--- src/rtl/mux_arb_pkg.sv ---
// Shared definitions for the two-input round-robin mux arbiter.
//   state_e : output-register occupancy (IDLE, BUSY_A, BUSY_B)
//   SRC_A / SRC_B : source encoding used for sel and the priority pointer
//   CNT_W : width of the optional grant counters (MUX_ARB_STATS_EN)
package mux_arb_pkg;

   typedef enum logic [1:0] {
      IDLE   = 2'd0,
      BUSY_A = 2'd1,
      BUSY_B = 2'd2
   } state_e;

   localparam logic SRC_A = 1'b0;
   localparam logic SRC_B = 1'b1;

   localparam int unsigned CNT_W = 8;

endpackage

--- src/rtl/mux2.sv ---
// Generic 2:1 data multiplexer.
//   in0_i / in1_i : data inputs, sel_i : 0 picks in0_i, 1 picks in1_i
//   out_o         : selected data
module mux2 #(
   parameter int unsigned W = 1
) (
   input  logic [W-1:0] in0_i,
   input  logic [W-1:0] in1_i,
   input  logic         sel_i,
   output logic [W-1:0] out_o
);

   assign out_o = sel_i ? in1_i : in0_i;

endmodule

--- src/rtl/rr_pick2.sv ---
// Two-requester round-robin pick: converts two requests and a priority
// pointer into a one-hot (or zero) grant.
//   req_a_i / req_b_i : requests
//   ptr_i             : favoured requester on contention (SRC_A / SRC_B)
//   gnt_o             : {grant_b, grant_a}, at most one bit set
module rr_pick2
   import mux_arb_pkg::*;
(
   input  logic       req_a_i,
   input  logic       req_b_i,
   input  logic       ptr_i,
   output logic [1:0] gnt_o
);

   always_comb begin
      gnt_o    = 2'b00;
      gnt_o[0] = req_a_i & (~req_b_i | (ptr_i == SRC_A));
      gnt_o[1] = req_b_i & (~req_a_i | (ptr_i == SRC_B));
   end

endmodule

--- src/rtl/mux_rr_arbiter.sv ---
// Round-robin arbiter feeding a single registered output stage.
// Two valid/ready requesters (A, B) compete for one output register; the
// winner's data is captured through a 2:1 mux and presented on out_data.
//   clk, rst_n                  : clock, asynchronous active-low reset
//   a_valid/a_data/a_ready      : requester A
//   b_valid/b_data/b_ready      : requester B
//   out_valid/out_data/out_ready: registered output
//   sel                         : source of held data (0 = A, 1 = B)
// Optional feature: define MUX_ARB_STATS_EN to add saturating 8-bit grant
// counters gnt_cnt_a / gnt_cnt_b.
module mux_rr_arbiter
   import mux_arb_pkg::*;
#(
   parameter int unsigned DATA_W     = 1,
   parameter logic        PRIO_RESET = 1'b0
) (
   input  logic              clk,
   input  logic              rst_n,
   input  logic              a_valid,
   input  logic [DATA_W-1:0] a_data,
   output logic              a_ready,
   input  logic              b_valid,
   input  logic [DATA_W-1:0] b_data,
   output logic              b_ready,
`ifdef MUX_ARB_STATS_EN
   output logic [CNT_W-1:0]  gnt_cnt_a,
   output logic [CNT_W-1:0]  gnt_cnt_b,
`endif
   output logic              out_valid,
   output logic [DATA_W-1:0] out_data,
   input  logic              out_ready,
   output logic              sel
);

   state_e            state_q, state_d;
   logic              ptr_q, ptr_d;
   logic              sel_q, sel_d;
   logic [DATA_W-1:0] data_q, data_d;

   logic              can_accept;
   logic [1:0]        gnt;
   logic [DATA_W-1:0] mux_data;
   logic              accept;

   rr_pick2 u_pick (
      .req_a_i (a_valid),
      .req_b_i (b_valid),
      .ptr_i   (ptr_q),
      .gnt_o   (gnt)
   );

   // Grant bit for B doubles as the mux select; zero grant defaults to A,
   // which is harmless because nothing is captured without an accept.
   mux2 #(
      .W (DATA_W)
   ) u_mux (
      .in0_i (a_data),
      .in1_i (b_data),
      .sel_i (gnt[1]),
      .out_o (mux_data)
   );

   assign can_accept = (state_q == IDLE) | out_ready;

   // Readies are masked while reset is asserted so nothing is acknowledged
   // that the reset would then throw away.
   assign a_ready = rst_n & can_accept & gnt[0];
   assign b_ready = rst_n & can_accept & gnt[1];
   assign accept  = a_ready | b_ready;

   always_comb begin
      state_d = state_q;
      ptr_d   = ptr_q;
      sel_d   = sel_q;
      data_d  = data_q;
      if (accept) begin
         // Fill (possibly in the same cycle as a drain).
         state_d = gnt[1] ? BUSY_B : BUSY_A;
         sel_d   = gnt[1] ? SRC_B : SRC_A;
         ptr_d   = gnt[1] ? SRC_A : SRC_B;
         data_d  = mux_data;
      end else if (state_q != IDLE && out_ready) begin
         state_d = IDLE;
      end
   end

   always_ff @(posedge clk or negedge rst_n) begin
      if (!rst_n) begin
         state_q <= IDLE;
         ptr_q   <= PRIO_RESET;
         sel_q   <= SRC_A;
         data_q  <= '0;
      end else begin
         state_q <= state_d;
         ptr_q   <= ptr_d;
         sel_q   <= sel_d;
         data_q  <= data_d;
      end
   end

   assign out_valid = (state_q != IDLE);
   assign out_data  = data_q;
   assign sel       = sel_q;

`ifdef MUX_ARB_STATS_EN
   logic [CNT_W-1:0] cnt_a_q, cnt_a_d;
   logic [CNT_W-1:0] cnt_b_q, cnt_b_d;

   always_comb begin
      cnt_a_d = cnt_a_q;
      cnt_b_d = cnt_b_q;
      if (a_ready && cnt_a_q != '1) cnt_a_d = cnt_a_q + CNT_W'(1);
      if (b_ready && cnt_b_q != '1) cnt_b_d = cnt_b_q + CNT_W'(1);
   end

   always_ff @(posedge clk or negedge rst_n) begin
      if (!rst_n) begin
         cnt_a_q <= '0;
         cnt_b_q <= '0;
      end else begin
         cnt_a_q <= cnt_a_d;
         cnt_b_q <= cnt_b_d;
      end
   end

   assign gnt_cnt_a = cnt_a_q;
   assign gnt_cnt_b = cnt_b_q;
`endif

endmodule

--- config.mk ---
export PLATFORM = sky130hd
export DESIGN_NAME = mux_rr_arbiter
export DESIGN_NICKNAME = d
export VERILOG_FILES = /design/src/rtl/mux_arb_pkg.sv /design/src/rtl/mux2.sv /design/src/rtl/rr_pick2.sv /design/src/rtl/mux_rr_arbiter.sv
export SDC_FILE = /design/constraint.sdc
export NUM_CORES = 1
export LEC_CHECK = 0
export BUFFER_PORTS_ARGS = -buffer_cell sky130_fd_sc_hd__buf_4
export CAP_MARGIN = 40
export CELL_PAD_IN_SITES_DETAIL_PLACEMENT = 0
export CELL_PAD_IN_SITES_GLOBAL_PLACEMENT = 1
export CORE_AREA = 2 2 39 41
export DETAILED_ROUTE_END_ITERATION = 6
export DIE_AREA = 0 0 41 43
export PLACE_DENSITY = 0.52
export SYNTH_ARGS = -nofsm -noshare
export SYNTH_HDL_FRONTEND = slang
export SYNTH_HIERARCHICAL = 1
export SYNTH_SLANG_ARGS = --single-unit
--- constraint.sdc ---
create_clock -name clk -period 4.8 [get_ports clk]
set_clock_uncertainty 0.2 [all_clocks]
set_input_delay 0.48 -clock clk [delete_from_list [all_inputs] [get_ports clk]]
set_output_delay 0.48 -clock clk [all_outputs]
set_load 0.02 [all_outputs]
After elaboration in Yosys (flattened, before gate mapping)
Index checks and enable logic that the tools add are counted.
{"block": "classes", "mux": 6, "bitwise_logic": 12, "reduce_logical": 4}
{"operator": "2-bit two-way mux", "count": 3}
{"operator": "1-bit AND", "count": 5}
{"operator": "1-bit bitwise OR", "count": 4}
{"operator": "2-bit nonzero test", "count": 2}
{"operator": "1-bit two-way mux", "count": 3}
{"operator": "1-bit NOT", "count": 3}
{"operator": "2-bit logical NOT", "count": 1}
{"operator": "1-bit logical AND", "count": 1}
{"block": "word_totals", "ff_bits": 5, "output_inout_bits": 5, "wordCells": 26}

Longest topological paths before layout
Gate-level depths: netlist of the first run.
{"block": "logic_depth", "word_depth": 6, "depth_mapped": 5, "ltp_nobuf": 5}

Cells and area by module
The synthesis of the first run kept the hierarchy.
{"module": "mux_rr_arbiter", "n_inst": 1, "cells_each": 21, "area_each_um2": 244.0, "seq_area_each_um2": 125.1}
{"module": "rr_pick2", "n_inst": 1, "cells_each": 3, "area_each_um2": 18.8, "seq_area_each_um2": 0.0}
{"module": "mux2", "n_inst": 1, "cells_each": 1, "area_each_um2": 15.0, "seq_area_each_um2": 0.0}

Worst setup path after synthesis of the first run
No wires, ideal clock.
{"block": "synth_timing", "path_type": "input port to output port", "start": "input port b_valid", "end": "output port b_ready", "arrival_time_ns": 1.205, "required_time_ns": 4.120, "slack_ns": 2.915, "stages": 3, "cell_sequence": "a21boi_1 nand2_1 and2b_1"}
{"block": "synth_between", "elab_chain_cells": 2}
{"item": "start: declaration", "line": "mux_rr_arbiter.sv:22", "rtl": "input logic b_valid,"}
{"item": "1-bit AND", "line": "rr_pick2.sv:18", "rtl": "gnt_o[1] = req_b_i & (~req_a_i | (ptr_i == SRC_B));"}
{"item": "1-bit AND", "line": "mux_rr_arbiter.sv:68", "rtl": "assign b_ready = rst_n & can_accept & gnt[1];"}
{"item": "end: declaration", "line": "mux_rr_arbiter.sv:24", "rtl": "output logic b_ready,"}
Every way passes these cells.

Final worst setup path of the first run
{"block": "layout_timing", "start": "input port rst_n", "end": "output port b_ready"}
{"block": "layout_between", "elab_chain_cells": 2}
{"item": "start: declaration", "line": "mux_rr_arbiter.sv:18", "rtl": "input logic rst_n,"}
{"item": "1-bit AND (2 in a row)", "line": "mux_rr_arbiter.sv:68"}
Every way passes these cells.

==> results of run 1 <==
state kept, by name (all words and copies together) (netlist names):
register  flops
sel           1
state_q       2
out_data      1
ptr_q         1
worst reg2reg max path, delay by kind of cell, from the launching register on:
| family | cells | cell delay (ns) |
|---|---|---|
| muxes | 2 | 0.60 |
| buffers and inverters | 1 | 0.05 |
| AOI/OAI and AO/OA | 1 | 0.34 |
| DFF | 1 | 0.36 |
where the power goes:
part / switching (mW) / internal [mW]
sequential: 0.00771 / 0.0533
combinational: 0.0283 / 0.0312
clock: 0.0189 / 0.0315
path summary, 6_finish.rpt:
| check | from | to | slack (ns) |
|---|---|---|---|
| worst min-delay path | sel | sel | 0.28 |
| worst min register to register | sel | sel | 0.28 |
| max in group asynchronous | rst_n | ptr_q | 3.89 |
| min in group asynchronous | rst_n | state_q[0] | 0.39 |
| worst max-delay path | rst_n | b_ready | 2.47 |
| worst max register to register | ptr_q | out_data | 3.15 |
repair_timing:
| item | CTS | global route |
|---|---|---|
| buffers inserted | 0 | 0 |
| hold endpoints to repair | 5 | 0 |
| hold buffers | 1 | 0 |
| setup endpoints to repair | 0 | 0 |
layout by cell type, fill, tap and decap left out, types with 2 or more instances in the layout:
master	Yosys	layout
mux2_4	2	2
clkbuf_4	0	3
inv_1	3	3
dfrtp_1	5	5
a21boi_1	2	2
buf_4	0	11
nand3_1	2	2
per-layer routing:
metal	GRT usage, %	part of all wire [%]	wire length, um
met5	0	0	0
met4	8.00	4.2	23
met3	7.85	12	68
met2	10.3	41	226
met1	11.5	43	237
stage by stage:
stage	utilization (%)	setup WS, ns
4_1_cts	30.1	2.45
3_3_place_gp	27.5	2.63
5_1_grt	30.1	2.40
2_1_floorplan	-	2.92
3_5_place_dp	27.5	2.65
6_report	30.1	2.47
area by class of cell:
type | instances | area share [%]
tap | 16 | 4.80
sequential | 5 | 30.0
multi-input combinational | 17 | 33.9
timing repair buffer | 12 | 22.2
clock buffer | 4 | 6.31
inverter | 3 | 2.70
logic make-up after synthesis:
logic type,Yosys count
multiplexers,2
AO/OA/AOI/OAI,8
AND/OR/NAND/NOR,7
buffers and inverters,3
flip-flops,5
==> flow_summary_export.csv, run 1 <==
group,metric,value,unit
final_layout,n_antenna_cell,0,
synthesis,seq_area_frac_synth,45.0,%
run,drv_cap,0,
detailed_routing,drt-initial-drc-count,5,
place,gp_congestion,0.679,
critical_path,path_class,"primary input to output port",
timing,slew-limit-headroom,72.2,%
place,place_inst,52,
critical_path,cpMaxStageDelayCell,"dlygate4sd3_1",
final_layout,multi_input_area,141,um^2
critical_path,endpoint_kind,"output port",
clocking,cts_buffers,3,
die,core_area,1380,um^2
clocking,cts_tree,"done",
timing,tns,0,ns
timing,rsz0062_at_grt,"false",
grt,grt_usage,9.60,%
pwr,peakVddDrop,153,uV
clocking,clock_latency,0.25,ns
critical_path,path_cells,"dlygate4sd3_1 -> buf_4 -> nand2_1 -> and2b_1 -> buf_4",
grt,grt_overflow,0,
synthesis,synth_top_family_by_area,"compound AO/OA/AOI/OAI gates",
final_layout,fin_area,417,um^2
die,start_util,20.1,%
grt,antenna_found_initial,0,
synthesis,ys.flop_type,"dfrtp_1",
synthesis,synthAdderAreaFrac,0,%
timing,fin_crit,2.33,ns
grt,grt_max_degree,10,
critical_path,reg2regPathDepth,4,
synthesis,synth-edff-count,0,
clocking,cts-resized-gates,0,
timing,tightest_slew,0.417,ns
timing,whs,0.279,ns
synthesis,synth_xor_area_share,0,%
pwr,p_per_area,410,nW/um^2
grt,grt_pass1_vias,245,
clocking,clockRootBuffer,"clkbuf_4",
final_layout,final_nets,49,
timing,finalHoldViolCount,0,
synthesis,postSynthCellCount,25,
critical_path,critPathBufInv,3,
pwr,total_leakage_power,0.214,nW
synthesis,yosys_warnings,6,
synthesis,synth_compound_area_share,25.7,%
synthesis,yosys.area.top_type,"dfrtp_1",
synthesis,synth_fp_nets,32,
detailed_routing,dr.pass1.iters,2,
final_layout,seq_area,125,um^2
clocking,path_clk_slew,0.04,ns
synthesis,synthTopCellsByCount,"dfrtp_1, inv_1, a21boi_1, mux2_4, nand3_1",
critical_path,cp_max_fo,9,
die,fp-row-count,14,
clocking,clock_path_buffers,2,
timing,finalCritPeriodShare,48.6,%
die,chipHeight,43,um
die,die_w,41,um
timing,slew_viol_final,0,
min_path,hold_class,"flop to flop",
synthesis,yosysUniqueCellTypes,16,
synthesis,synth_area_leaders,"dfrtp_1, mux2_4, o21bai_4, a21boi_1, o211ai_2",
critical_path,critPathRequiredTime,4.12,ns
detailed_routing,postRouteAntennaNets,0,
detailed_routing,vias,239,
critical_path,worst_path_most_repeated_cell,"buf_4",
timing,max_freq,428,MHz
critical_path,cp-start-kind,"primary input",
critical_path,worst-path-stages,5,
critical_path,slowest_delay,0.53,ns
run_status,status,"finished clean",
detailed_routing,viasPerCell,4.19,
clocking,htree_levels,1,
critical_path,crit_family,"buffers and inverters",
grt,grt_pass1_wl,1030,um
synthesis,syn_avg_cell_area,11.1,um^2
timing,setup_viol,0,
die,dieArea,1760,um^2
detailed_routing,wire_per_inst,9.72,um
place,io_buffer_count,11,
die,io_pins,12,
clocking,cts_sinks,5,
critical_path,cp.arrival,1.65,ns
synthesis,syn-cell-area,278,um^2
detailed_routing,drc_errors,0,
final_layout,drive_gt1_share,46.3,%
synthesis,yosys.area_share.simple,14.4,%
detailed_routing,finalWirelength,554,um
synthesis,synth_most_common_cell,"dfrtp_1",
synthesis,yosysTopAreaCellShare,45.0,%
min_path,hold_depth,1,
place,placed_cell_area,380,um^2
synthesis,synthMuxAreaShare,10.8,%
synthesis,synth_seq_cells,5,
final_layout,fin_cells,57,
pwr,p_total,0.171,mW
final_layout,fillers,154,
synthesis,async_flop_share,100,%
final_layout,area_growth,50.0,%
(Power assumes the default switching activity.)
==> inputs of run 2 (changes only) <==
==> constraint.sdc (replaced) <==
create_clock -name clk -period 2.2 [get_ports clk]
set_clock_uncertainty 0.2 [all_clocks]
set_input_delay 0.22 -clock clk [delete_from_list [all_inputs] [get_ports clk]]
set_output_delay 0.22 -clock clk [all_outputs]
set_load 0.02 [all_outputs]
==> flow_summary_export.csv, run 2 (synthesis gave the netlist of run 1 again) <==
group,metric,value,unit
final_layout,n_antenna_cell,0,
final_layout,fillers,164,
detailed_routing,wire_per_inst,10.1,um
timing,max_freq,512,MHz
die,core_area,1380,um^2
clocking,cts_tree,"done",
pwr,p_total,0.373,mW
critical_path,worst_r2r_endpoint,"out_data",
critical_path,cp_max_fo,4,
critical_path,endpoint_kind,"output port",
grt,grt_pass1_vias,242,
pwr,peakVddDrop,293,uV
place,io_buffer_count,11,
critical_path,r2r_slack,0.53,ns
grt,antenna_found_initial,0,
min_path,hold_depth,3,
clocking,postCtsSetupRepairBufs,0,
clocking,path_clk_slew,0.05,ns
timing,slew-limit-headroom,71.3,%
detailed_routing,drc_errors,0,
min_path,holdCritStartpoint,"out_ready",
detailed_routing,dr.pass1.iters,2,
critical_path,r2r-start,"ptr_q",
final_layout,final_common_cell,"buf_4",
die,dieArea,1760,um^2
critical_path,path_class,"flop to output port",
detailed_routing,postRouteAntennaNets,0,
die,chipHeight,43,um
critical_path,reg2regPathDepth,4,
timing,tightest_slew,0.430,ns
min_path,hold_class,"primary input to flop",
die,die_w,41,um
timing,finalCritPeriodShare,88.8,%
clocking,clock_latency,0.24,ns
clocking,cts_buffers,3,
run_status,status,"finished clean",
grt,grt_usage,8.57,%
min_path,holdPathEnd,"state_q[1]",
grt,grt_max_degree,10,
pwr,total_leakage_power,0.214,nW
grt,grt_overflow,0,
final_layout,largest_reg_flops,2,
detailed_routing,vias,227,
clocking,clockRootBuffer,"clkbuf_4",
timing,tns,0,ns
final_layout,drive_gt1_share,46.3,%
critical_path,cp-start-kind,"flop",
timing,finalHoldViolCount,0,
final_layout,final_nets,49,
detailed_routing,viasPerCell,3.98,
timing,rsz0062_at_grt,"false",
final_layout,area_growth,50.0,%
critical_path,critPathRequiredTime,1.78,ns
final_layout,regMostFlops,"state_q",
detailed_routing,drt-initial-drc-count,2,
die,io_pins,12,
timing,fin_crit,1.95,ns
detailed_routing,finalWirelength,576,um
place,gp_congestion,0.718,
timing,slew_viol_final,0,
timing,setup_viol,0,
run,drv_cap,0,
grt,grt_pass1_wl,1000,um
clocking,htree_levels,1,
critical_path,cp.arrival,1.53,ns
die,start_util,20.1,%
final_layout,final_cell_mix,"buf_4, dfrtp_1, inv_1, clkbuf_4",
die,fp-row-count,14,
pwr,p_per_area,896,nW/um^2
clocking,clock_path_buffers,2,
clocking,cts_sinks,5,
## run 2: cell counts in the layout (fill, tap and decap cells not counted)
No cell type changed its count.
## run 2: per-layer routing
| metal | track usage [%] | vias up | share of wire, % |
|---|---|---|---|
| met5 | 0 | - | 0 |
| met4 | 2.00 | 0 | 0 |
| met3 | 6.81 | 0 | 9.0 |
| met2 | 11.9 | 9 | 48 |
| met1 | 10.1 | 102 | 42 |
| li1 | - | 116 | - |
## run 2: final cells by class
class	count	area (um^2)	share of cell area [%]
multi-input cells	17	141	33.9
flip-flops and latches	5	125	30.0
repair buffers	12	92.6	22.2
clock buffers	4	26.3	6.31
well taps	16	20.0	4.80
inverters	3	11.3	2.70
## run 2: worst max-delay path by stage
stage	slack, ns	cells past startpoint	to	start
2_1_floorplan	0.65	4	out_data	ptr_q
3_3_place_gp	0.52	5	b_ready	ptr_q
3_5_place_dp	0.53	5	b_ready	ptr_q
4_1_cts	0.23	5	b_ready	ptr_q
5_1_grt	0.13	5	b_ready	ptr_q
6_report	0.25	5	b_ready	ptr_q
## run 2: repair_timing
| item | CTS | global route |
|---|---|---|
| hold buffers | 1 | 0 |
| gates resized for setup | 0 | 0 |
| hold endpoints to repair | 5 | 0 |
| setup endpoints to repair | 0 | 0 |
## run 2: per-stage QoR
| step | cell area (um^2) | instances | hold WS, ns | util [%] | setup slack (ns) |
|---|---|---|---|---|---|
| floorplan | 278 | 25 | -0.276 | - | 0.651 |
| global placement | 380 | 52 | -0.157 | 27.5 | 0.525 |
| detailed placement | 380 | 52 | -0.156 | 27.5 | 0.526 |
| CTS | 417 | 57 | 0.0827 | 30.1 | 0.230 |
| global route | 417 | 57 | 0.114 | 30.1 | 0.134 |
| finish | 417 | 57 | 0.0810 | 30.1 | 0.247 |
## run 2: report_power, final
group          internal (mW)  leakage (nW)  switching, mW
registers              0.116        0.0609         0.0174
logic                 0.0681         0.139         0.0631
clock network         0.0687        0.0150         0.0397
## run 2: worst max-delay path, stage by stage (launching register included)
cell      delay, ns
dfrtp_1        0.36
inv_1          0.05
a21boi_1       0.35
nand2_1        0.11
and2b_1        0.26
buf_4          0.16
==> inputs of run 3 (changes only) <==
--- a/config.mk
+++ b/config.mk
@@ -12,6 +12,7 @@
 export CORE_AREA = 2 2 39 41
 export DETAILED_ROUTE_END_ITERATION = 6
 export DIE_AREA = 0 0 41 43
+export GPL_TIMING_DRIVEN = 0
 export PLACE_DENSITY = 0.52
 export SYNTH_ARGS = -nofsm -noshare
 export SYNTH_HDL_FRONTEND = slang
==> flow_summary_export.csv, run 3 (synthesis gave the netlist of run 1 again) <==
group,metric,value,unit
run_status,status,"finished clean",
pwr,total_leakage_power,0.214,nW
clocking,postCtsSetupRepairBufs,0,
grt,grt_usage,8.17,%
min_path,hold_depth,3,
clocking,path_clk_slew,0.05,ns
clocking,cts_tree,"done",
place,io_buffer_count,11,
detailed_routing,drc_errors,0,
final_layout,final_cell_mix,"buf_4, dfrtp_1, inv_1, clkbuf_4",
final_layout,fillers,150,
final_layout,regMostFlops,"state_q",
critical_path,critPathRequiredTime,1.78,ns
critical_path,worst_r2r_endpoint,"out_data",
timing,rsz0062_at_grt,"false",
critical_path,path_class,"flop to output port",
timing,setup_viol,0,
timing,fin_crit,1.91,ns
critical_path,reg2regPathDepth,4,
clocking,clock_latency,0.24,ns
min_path,hold_class,"primary input to flop",
detailed_routing,finalWirelength,540,um
critical_path,cp.arrival,1.49,ns
place,dp_slack,0.560,ns
pwr,p_per_area,893,nW/um^2
detailed_routing,dr.pass1.iters,1,
grt,grt_pass1_wl,938,um
timing,tns,0,ns
grt,grt_pass1_vias,230,
clocking,cts_sinks,5,
clocking,cts_buffers,3,
detailed_routing,postRouteAntennaNets,0,
timing,layout_setup_ws,0.287,ns
detailed_routing,vias,234,
min_path,holdPathEnd,"state_q[1]",
final_layout,final_util,30.1,%
clocking,htree_levels,1,
place,hpwl,426,um
min_path,holdCritStartpoint,"out_ready",
die,chipHeight,43,um
critical_path,r2r-start,"ptr_q",
final_layout,largest_reg_flops,2,
timing,whs,0.0765,ns
detailed_routing,wire_per_inst,9.47,um
final_layout,final_common_cell,"buf_4",
timing,finalHoldViolCount,0,
critical_path,cp-start-kind,"flop",
detailed_routing,drt-initial-drc-count,0,
clocking,clockRootBuffer,"clkbuf_4",
die,start_util,20.1,%
timing,slew-limit-headroom,71.7,%
timing,tightest_slew,0.423,ns
die,fp-row-count,14,
timing,max_freq,523,MHz
clocking,cts-resized-gates,0,
final_layout,final_nets,49,
grt,grt_overflow,0,
grt,antenna_found_initial,0,
die,core_area,1380,um^2
die,dieArea,1760,um^2
timing,finalCritPeriodShare,87.0,%
final_layout,area_growth,50.0,%
critical_path,endpoint_kind,"output port",
die,io_pins,12,
clocking,clock_path_buffers,2,
timing,slew_viol_final,0,
critical_path,r2r_slack,0.55,ns
grt,grt_max_degree,10,
critical_path,cp_max_fo,4,
critical_path,crit_start,"ptr_q",
detailed_routing,viasPerCell,4.11,
pwr,peakVddDrop,369,uV
die,die_w,41,um
final_layout,n_antenna_cell,0,
final_layout,drive_gt1_share,46.3,%
run,drv_cap,0,
place,gp_congestion,0.697,
run 3: cell counts in the layout (fill, tap and decap cells not counted):
Identical to the previous run, type by type.
run 3: how the worst max path moves through the flow:
stage / cells after the start / slack (ns) / endpoint
after floorplan: 4 / 0.65 / out_data
after detailed placement: 5 / 0.56 / b_ready
final: 5 / 0.29 / b_ready
after global routing: 5 / 0.18 / b_ready
after global placement: 5 / 0.52 / b_ready
after CTS: 5 / 0.27 / b_ready
run 3: critical path: stages (launching register included):
cell      delay (ns)
dfrtp_1         0.35
inv_1           0.05
a21boi_1        0.34
nand2_1         0.11
and2b_1         0.25
buf_4           0.15
run 3: cell type report:
cell class              count  area (um^2)  area share (%)
repair buffers             12         92.6            22.2
flip-flops and latches      5          125            30.0
inverters                   3         11.3            2.70
multi-input cells          17          141            33.9
well taps                  16         20.0            4.80
clock buffers               4         26.3            6.31
run 3: per-layer routing:
metal	GRT usage, %	up-vias	part of all wire, %
met2	9.38	11	44
met1	10.8	105	46
met4	2.00	0	0
li1	-	118	-
met3	7.85	0	9.8
met5	0	-	0
run 3: per-stage QoR:
step | total power, mW | area [um^2] | cells
5_1_grt | 0.403 | 417 | 57
3_3_place_gp | 0.264 | 380 | 52
6_report | 0.372 | 417 | 57
2_1_floorplan | 0.213 | 278 | 25
4_1_cts | 0.379 | 417 | 57
3_5_place_dp | 0.266 | 380 | 52
run 3: what timing repair did:
action | 4_1_cts | 5_1_grt
endpoints found under the setup margin | 0 | 0
hold endpoints to repair | 5 | 0
hold buffers | 1 | 0
run 3: report_power, final:
group          leakage [nW]  internal [mW]  switching [mW]
sequential           0.0609          0.116          0.0173
clock                0.0150         0.0687          0.0387
combinational         0.139         0.0682          0.0627
